<file path="src/rtl/aes_inv_round_seq_pkg.sv">
// Shared types and constants for the iterative AES inverse-cipher sequencer.
// Latency: n/a (declarations only).
// Backpressure: n/a.
//
// Contents: FSM state enum, datapath select encodings, round counts for the
// three key sizes, and an elaboration-time legality check for NR.
package aes_inv_pkg;

  typedef enum logic [2:0] {
    ST_IDLE  = 3'd0,
    ST_INIT  = 3'd1,
    ST_MID   = 3'd2,
    ST_FINAL = 3'd3,
    ST_DONE  = 3'd4
  } state_e;

  // Datapath mux select: RoundF = load / initial AddRoundKey,
  // RoundC = middle round, RoundD = final round.
  localparam logic [1:0] DSEL_F = 2'b11;
  localparam logic [1:0] DSEL_C = 2'b00;
  localparam logic [1:0] DSEL_D = 2'b01;

  localparam int NR_128 = 10;
  localparam int NR_192 = 12;
  localparam int NR_256 = 14;

  function automatic bit nr_legal(input int nr);
    return (nr == NR_128) || (nr == NR_192) || (nr == NR_256);
  endfunction

endpackage

</file>
<file path="src/rtl/aes_inv_round_seq_if.sv">
// Handshake and datapath-control bundle between the sequencer and its users.
// Latency: n/a (wires only).
// Backpressure: in_valid/in_ready on the input side, out_valid/out_ready on the output side.
//
// Ports (master = sequencer):
//   in_valid, flush, out_ready          -> into the sequencer
//   in_ready, out_valid, busy           <- handshake / status
//   dsel, state_we, key_we, iterate     <- datapath control
interface aes_inv_round_seq_if #(
  parameter int IT_W = 8
);
  logic            in_valid;
  logic            in_ready;
  logic            flush;
  logic [1:0]      dsel;
  logic            state_we;
  logic            key_we;
  logic [IT_W-1:0] iterate;
  logic            out_valid;
  logic            out_ready;
  logic            busy;

  modport master (
    input  in_valid, flush, out_ready,
    output in_ready, dsel, state_we, key_we, iterate, out_valid, busy
  );

  modport slave (
    output in_valid, flush, out_ready,
    input  in_ready, dsel, state_we, key_we, iterate, out_valid, busy
  );
endinterface

</file>
<file path="src/rtl/aes_inv_round_cnt.sv">
// Loadable down-counter supplying the inverse key-expansion round index.
// Latency: value updates on the clock edge after load/dec.
// Backpressure: none; load wins over dec, and dec holds at zero instead of wrapping.
//
// Ports: clk, rst_n; load + load_val (reload), dec (step down);
//        value (current count), last (value == LAST).
module aes_inv_round_cnt #(
  parameter int W    = 8,
  parameter int LAST = 2
) (
  input  logic         clk,
  input  logic         rst_n,
  input  logic         load,
  input  logic [W-1:0] load_val,
  input  logic         dec,
  output logic [W-1:0] value,
  output logic         last
);

  always_ff @(posedge clk or negedge rst_n) begin
    if (!rst_n) begin
      value <= '0;
    end else if (load) begin
      value <= load_val;
    end else if (dec && (value != '0)) begin
      value <= value - W'(1);
    end
  end

  assign last = (value == W'(LAST));

endmodule

</file>
<file path="src/rtl/aes_inv_round_seq.sv">
// Sequencer stepping the shared AES inverse-round datapath: INIT, NR-1 MID rounds, FINAL.
// Latency: out_valid rises NR+1 cycles after the accept edge.
// Backpressure: holds DONE with stable outputs until out_ready; flush aborts at once.
//
// Ports: clk, rst_n (async, active low); sif (aes_inv_round_seq_if.master):
//   in_valid/in_ready accept a block, out_valid/out_ready hand it off,
//   flush aborts, dsel/state_we/key_we/iterate drive the datapath, busy = not IDLE.
// Option: AES_INV_BACK2BACK_EN lets DONE hand off and accept the next block in
//   the same cycle (in_ready follows out_ready in DONE).
module aes_inv_round_seq
  import aes_inv_pkg::*;
#(
  parameter int NR   = 10,
  parameter int IT_W = 8
) (
  input  logic                 clk,
  input  logic                 rst_n,
  aes_inv_round_seq_if.master  sif
);

  if (!nr_legal(NR)) begin : g_nr_bad
    $error("aes_inv_round_seq: NR must be 10, 12 or 14");
  end
  if (NR >= (2 ** IT_W)) begin : g_itw_bad
    $error("aes_inv_round_seq: IT_W too narrow to hold NR");
  end

  state_e          state_q;
  state_e          state_d;
  logic            cnt_load;
  logic            cnt_dec;
  logic [IT_W-1:0] cnt_val;
  logic            cnt_last;

  logic            in_ready;
  logic [1:0]      dsel;
  logic            state_we;
  logic            key_we;
  logic [IT_W-1:0] iterate;
  logic            out_valid;
  logic            busy;

  // Loaded during INIT so it reads NR in the first MID cycle; last marks
  // the MID cycle with index 2, after which FINAL uses index 1.
  aes_inv_round_cnt #(
    .W    (IT_W),
    .LAST (2)
  ) u_cnt (
    .clk      (clk),
    .rst_n    (rst_n),
    .load     (cnt_load),
    .load_val (IT_W'(NR)),
    .dec      (cnt_dec),
    .value    (cnt_val),
    .last     (cnt_last)
  );

  always_ff @(posedge clk or negedge rst_n) begin
    if (!rst_n) begin
      state_q <= ST_IDLE;
    end else begin
      state_q <= state_d;
    end
  end

  always_comb begin
    state_d   = state_q;
    in_ready  = 1'b0;
    dsel      = DSEL_F;
    state_we  = 1'b0;
    key_we    = 1'b0;
    iterate   = '0;
    out_valid = 1'b0;
    cnt_load  = 1'b0;
    cnt_dec   = 1'b0;
    busy      = (state_q != ST_IDLE);

    case (state_q)
      ST_IDLE: begin
        in_ready = 1'b1;
        if (sif.in_valid) state_d = ST_INIT;
      end
      ST_INIT: begin
        state_we = 1'b1;
        key_we   = 1'b1;
        cnt_load = 1'b1;
        state_d  = ST_MID;
      end
      ST_MID: begin
        dsel     = DSEL_C;
        state_we = 1'b1;
        key_we   = 1'b1;
        iterate  = cnt_val;
        cnt_dec  = 1'b1;
        if (cnt_last) state_d = ST_FINAL;
      end
      ST_FINAL: begin
        dsel     = DSEL_D;
        state_we = 1'b1;
        key_we   = 1'b1;
        iterate  = IT_W'(1);
        state_d  = ST_DONE;
      end
      ST_DONE: begin
        out_valid = 1'b1;
`ifdef AES_INV_BACK2BACK_EN
        in_ready = sif.out_ready;
        if (sif.out_ready) state_d = sif.in_valid ? ST_INIT : ST_IDLE;
`else
        if (sif.out_ready) state_d = ST_IDLE;
`endif
      end
      default: state_d = ST_IDLE;
    endcase

    // Flush overrides everything, including an accept in the same cycle.
    if (sif.flush) begin
      state_d  = ST_IDLE;
      in_ready = 1'b0;
    end
  end

  assign sif.in_ready  = in_ready;
  assign sif.dsel      = dsel;
  assign sif.state_we  = state_we;
  assign sif.key_we    = key_we;
  assign sif.iterate   = iterate;
  assign sif.out_valid = out_valid;
  assign sif.busy      = busy;

endmodule

</file>
<file path="src/flat_wrapper.sv">
// flat-port wrapper written by rule: the top's interface ports become plain ports
module aes_inv_round_seq_flat import aes_inv_pkg::*;
#(
  parameter int NR   = 10,
  parameter int IT_W = 8
)
  (clk, rst_n, sif_in_valid, sif_flush, sif_out_ready, sif_in_ready, sif_dsel, sif_state_we, sif_key_we, sif_iterate, sif_out_valid, sif_busy);
  aes_inv_round_seq_if #(.IT_W(IT_W)) sif_i ();
  input  logic clk;
  input  logic rst_n;
  input wire logic [$bits(sif_i.in_valid)-1:0] sif_in_valid;
  input wire logic [$bits(sif_i.flush)-1:0] sif_flush;
  input wire logic [$bits(sif_i.out_ready)-1:0] sif_out_ready;
  output wire logic [$bits(sif_i.in_ready)-1:0] sif_in_ready;
  output wire logic [$bits(sif_i.dsel)-1:0] sif_dsel;
  output wire logic [$bits(sif_i.state_we)-1:0] sif_state_we;
  output wire logic [$bits(sif_i.key_we)-1:0] sif_key_we;
  output wire logic [$bits(sif_i.iterate)-1:0] sif_iterate;
  output wire logic [$bits(sif_i.out_valid)-1:0] sif_out_valid;
  output wire logic [$bits(sif_i.busy)-1:0] sif_busy;
  assign sif_i.in_valid = sif_in_valid;
  assign sif_i.flush = sif_flush;
  assign sif_i.out_ready = sif_out_ready;
  assign sif_in_ready = sif_i.in_ready;
  assign sif_dsel = sif_i.dsel;
  assign sif_state_we = sif_i.state_we;
  assign sif_key_we = sif_i.key_we;
  assign sif_iterate = sif_i.iterate;
  assign sif_out_valid = sif_i.out_valid;
  assign sif_busy = sif_i.busy;
  aes_inv_round_seq #(.NR(NR), .IT_W(IT_W)) u_core (.clk(clk), .rst_n(rst_n), .sif(sif_i));
endmodule
</file>
<file path="config.mk">
export PLATFORM = sky130hd
export DESIGN_NAME = aes_inv_round_seq_flat
export DESIGN_NICKNAME = d
export VERILOG_FILES = /design/src/rtl/aes_inv_round_seq_pkg.sv /design/src/rtl/aes_inv_round_seq_if.sv /design/src/rtl/aes_inv_round_cnt.sv /design/src/rtl/aes_inv_round_seq.sv /design/src/flat_wrapper.sv
export SDC_FILE = /design/constraint.sdc
export NUM_CORES = 1
export LEC_CHECK = 0
export ABC_AREA = 1
export BUFFER_PORTS_ARGS = -buffer_cell sky130_fd_sc_hd__clkbuf_2
export CAP_MARGIN = 20
export CORE_UTILIZATION = 50
export DETAILED_ROUTE_END_ITERATION = 16
export GPL_ROUTABILITY_DRIVEN = 0
export HOLD_SLACK_MARGIN = 0.05
export PLACE_DENSITY = 0.85
export SLEW_MARGIN = 10
export SYNTH_ARGS = -nofsm -noshare
export SYNTH_HDL_FRONTEND = slang
export SYNTH_SLANG_ARGS = --single-unit
</file>
<file path="constraint.sdc">
create_clock -name clk -period 1.84 [get_ports clk]
set_clock_uncertainty 0.15 [all_clocks]
set_input_delay 0.276 -clock clk [delete_from_list [all_inputs] [get_ports clk]]
set_output_delay 0.276 -clock clk [all_outputs]
set_load 0.1 [all_outputs]
</file>
==> impl_metrics.env, run 1 <==
export IMPL_outcome="stopped before the end"
export IMPL_stop_stage="global routing"
export IMPL_first_error="[ERROR DPL-0033] detailed placement checks failed during check placement."
export IMPL_netlist_top_cells_count="24 x nand2_1, 19 x nor2_1, 12 x inv_1"
export IMPL_rows=13
export IMPL_io_buffers=19
export IMPL_ys_warnings_count=0
export IMPL_synth_fa_ha_area_share_pct=4.91
export IMPL_synth_seq_area_share_pct=36.0
export IMPL_yosysMostFrequentCell="nand2_1"
export IMPL_dpl_hpwl_mm=1.88
export IMPL_placed_cell_area_um2=1210
export IMPL_synth_xor_area_share_pct=1.15
export IMPL_synth_simple_area_share_pct=40.6
export IMPL_synth_top_family_by_area="simple AND/OR/NAND/NOR gates"
export IMPL_die_y_um=41.1
export IMPL_antenna_found_initial=0
export IMPL_htree_num_levels=1
export IMPL_start_util_pct=56.0
export IMPL_synth_compound_area_share_pct=8.02
export IMPL_grt_worst_endpoint="sif_in_ready"
export IMPL_clock_sinks=11
export IMPL_die_w_um=41.1
export IMPL_synth_seq_cells=11
export IMPL_synth_edff_count=0
export IMPL_ys_async_sr_fraction_pct=100
export IMPL_cts_root_buf="clkbuf_4"
export IMPL_netlist_area_um2=764
export IMPL_io_pins=20
export IMPL_synth_area_leaders="dfrtp_1 36%, nand2_1 12%, nor2_1 9.3%, inv_1 5.9%, ha_1 4.9%"
export IMPL_synth_cell_types=23
export IMPL_synth_largest_area_cell="dfrtp_1"
export IMPL_numCtsBuffers=3
export IMPL_synthCells=104
export IMPL_synth_mux_area_share_pct=0
export IMPL_clockBufferDepth=2
export IMPL_worstEndpointType="top-level output"
export IMPL_synth_top_area_share_pct=36.0
export IMPL_synth_area_per_cell_um2=7.35
export IMPL_grt_max_degree=12
export IMPL_syn_nets=112
export IMPL_synth_ff_type="dfrtp_1"
## logic make-up after synthesis
group | Yosys count
compound gates | 10
xor+xnor | 1
fa+ha+maj | 3
buf+inv | 15
flops | 11
simple gates | 64
## metrics by stage
step	worst slack, ps	instances	hold slack, ps
after CTS	6.26	148	84.0
after global placement	155	138	17.6
after floorplan	-339	104	-170
after detailed placement	105	138	18.4
## timing repair
item	in CTS
pin swaps	2
setup buffers	5
endpoints found under the hold margin	11
endpoints found under the setup margin	9
hold buffers	1
resized for setup	3
==> run 2, diff against run 1 <==
CORE_AREA = 2 2 63 65   (was default)
CORE_UTILIZATION = default   (was 50)
DIE_AREA = 0 0 65 67   (was default)
HOLD_SLACK_MARGIN = default   (was 0.05)
PLACE_DENSITY = default   (was 0.85)
PLACE_DENSITY_LB_ADDON = 0.15   (was default)
==> impl_metrics.env, run 2 <==
export IMPL_synth_area_leaders="dfrtp_1 36%, nand2_1 12%, nor2_1 9.3%, inv_1 5.9%, ha_1 4.9%"
export IMPL_r2r_end="u_core.u_cnt.value[7]"
export IMPL_clock_sinks=11
export IMPL_synth_seq_area_share_pct=36.0
export IMPL_crit_required_ps=1410
export IMPL_reg_top3="u_core.u_cnt.value: 8 flops, u_core.state_q: 3 flops"
export IMPL_max_freq_ghz=0.563
export IMPL_synthCells=104
export IMPL_largest_reg_flops=8
export IMPL_timing_rr_start="u_core.state_q[2]"
export IMPL_dpl_hpwl_mm=1.53
export IMPL_grt_first_pass_wirelength_mm=3.51
export IMPL_overflow=0
export IMPL_power_density_nw_per_um2=1360
export IMPL_sw_frac_of_total_pct=53.0
export IMPL_grt_max_degree=13
export IMPL_r2r_slack_ps=300
export IMPL_dr_pass1_iters=4
export IMPL_wirelength_mm=1.97
export IMPL_die_y_um=67
export IMPL_diodes=0
export IMPL_area_delta_synth_final_pct=75.6
export IMPL_htree_num_levels=1
export IMPL_netlist_area_um2=764
export IMPL_hp_start="sif_flush"
export IMPL_synth_top_area_share_pct=36.0
export IMPL_first_global_vias=774
export IMPL_top_register="u_core.u_cnt.value"
export IMPL_synth_cell_types=23
export IMPL_post_drt_via_cell_ratio=4.28
export IMPL_p_leak_nw=0.575
export IMPL_rows=22
export IMPL_syn_nets=112
export IMPL_die_w_um=65
export IMPL_outcome="finished, final reports clean"
export IMPL_max_vdd_ir_drop_uv=397
export IMPL_wl_per_cell_um=11.0
export IMPL_fin_util_pct=37.2
export IMPL_power_w=0.00182
export IMPL_critPathKind="reg2out"
export IMPL_numCtsBuffers=3
export IMPL_die_area_um2=4360
export IMPL_worstPathMaxFanout=4
export IMPL_hold_path_depth=2
export IMPL_ys_async_sr_fraction_pct=100
export IMPL_synth_ff_type="dfrtp_1"
export IMPL_yosysMostFrequentCell="nand2_1"
export IMPL_cts_tree="built"
export IMPL_seq_power_share_pct=19.6
export IMPL_switchingPower_w=0.000967
export IMPL_cts_root_buf="clkbuf_8"
export IMPL_layout_common_cells="22 x nand2_1, 16 x buf_12, 12 x nor2_4"
export IMPL_min_to="u_core.state_q[1]"
export IMPL_synth_largest_area_cell="dfrtp_1"
export IMPL_final_max_slew_violation_count=0
export IMPL_nFillCells=390
export IMPL_use_met3_pct=1.69
export IMPL_setup_violations=0
export IMPL_ys_warnings_count=0
export IMPL_synth_area_per_cell_um2=7.35
export IMPL_num_vias=767
export IMPL_clock_latency_ps=240
export IMPL_max_cap_violations=0
export IMPL_hold_class="in2reg"
export IMPL_crit_arrival_ps=1350
export IMPL_finalCritPeriodShare_pct=96.5
export IMPL_startpoint_type="flip-flop"
export IMPL_crit_path_end_kind="primary output"
export IMPL_grt_use_met2_pct=17.5
export IMPL_io_pins=20
export IMPL_tightest_slew_ps=288
export IMPL_start_util_pct=21.2
export IMPL_postRouteAntennaNets=0
export IMPL_grtUsageMet1_pct=13.2
export IMPL_antenna_found_initial=0
export IMPL_gr_max_usage_layer="met2"
export IMPL_io_buffers=19
export IMPL_hold_viol_final=0
export IMPL_r2r_cells=7
export IMPL_layout_commonest_cell="nand2_1"
export IMPL_clkPwrFrac_pct=13.3
export IMPL_hold_worst_slack_ps=134
export IMPL_final_nets=140
export IMPL_drive_gt1_share_pct=39.7
export IMPL_route_detailed_drc=0
export IMPL_maxSlewHeadroom_pct=80.7
export IMPL_clockBufferDepth=2
export IMPL_synth_seq_cells=11
export IMPL_min_period_ps=1770
export IMPL_grt_use_total_pct=10.5
export IMPL_path_clk_slew_ps=50
export IMPL_synth_edff_count=0
export IMPL_drtIter0Drc=14
export IMPL_p_comb_share_pct=67.1
export IMPL_coreArea_um2=3610
export IMPL_rsz0062_at_grt="no"
export IMPL_netlist_top_cells_count="24 x nand2_1, 19 x nor2_1, 12 x inv_1"
export IMPL_p_int_w=0.000858
## run 2: cell counts after synthesis
No cell type changed its count.
## run 2: power groups by stage
stage               registers (W)  clock network [W]  logic, W
floorplan                0.000357                  0  0.000845
detailed placement       0.000362                  0   0.00122
global route             0.000370           0.000269   0.00130
global placement         0.000361                  0   0.00122
CTS                      0.000357           0.000257   0.00123
finish                   0.000357           0.000243   0.00122
## run 2: kinds of logic (layout without fill, tap and decap cells)
kind of cell | count (synthesis) | count (layout) | share of synthesized area, %
xor gates and xnor gates | 1 | 1 | 1.15
adders and majority gates | 3 | 3 | 4.91
AOI/OAI and AO/OA | 10 | 10 | 8.02
buffers and inverters | 15 | 42 | 9.33
and+or+nand+nor | 64 | 64 | 40.6
DFF | 11 | 11 | 36.0
## run 2: per-stage QoR
step | area [um2] | instances | worst slack [ps] | setup TNS, ps
floorplan | 877 | 104 | -339 | -947
global placement | 1280 | 173 | 266 | 0
global route | 1340 | 179 | 6.40 | 0
CTS | 1330 | 178 | 11.7 | 0
detailed placement | 1280 | 173 | 262 | 0
finish | 1340 | 179 | 65.3 | 0
## run 2: worst max-delay path by stage
| stage | startpoint | to | slack [ps] | cells after the start |
|---|---|---|---|---|
| after global routing | u_core.state_q[0] | sif_in_ready | 6 | 5 |
| after detailed placement | u_core.state_q[2] | u_core.u_cnt.value[7] | 260 | 7 |
| final | u_core.state_q[2] | sif_iterate[0] | 70 | 5 |
| after floorplan | u_core.state_q[2] | u_core.state_q[2] | -340 | 3 |
| after global placement | u_core.state_q[2] | u_core.u_cnt.value[7] | 270 | 7 |
| after CTS | u_core.state_q[0] | sif_in_ready | 10 | 5 |
## run 2: area by class of cell
cell class | instances | area, um2 | share of cell area, %
clock buffers | 4 | 45.0 | 3.36
inverters | 13 | 51.3 | 3.82
multi-input cells | 78 | 528 | 39.3
flip-flops and latches | 11 | 278 | 20.7
well taps | 48 | 60.1 | 4.47
repair buffers | 25 | 380 | 28.3
## run 2: per-layer routing
metal	share of wire, %	vias up
met5	0	-
met4	1.1	0
met3	3.5	2
met2	49	10
met1	46	364
li1	-	391
## run 2: worst max-delay path, cell delays in order, from the launching register on
cell and delay (ps):
dfrtp_2 450, inv_4 80, buf_4 160, nand2_2 100
a21oi_4 150, buf_12 190
## run 2: what timing repair did
item,CTS,global route
hold buffers,1,0
hold endpoints to repair,11,0
setup endpoints to repair,0,9
setup buffers,0,1
resized for setup,0,2
No activity file was read; power rests on OpenSTA's default activity.
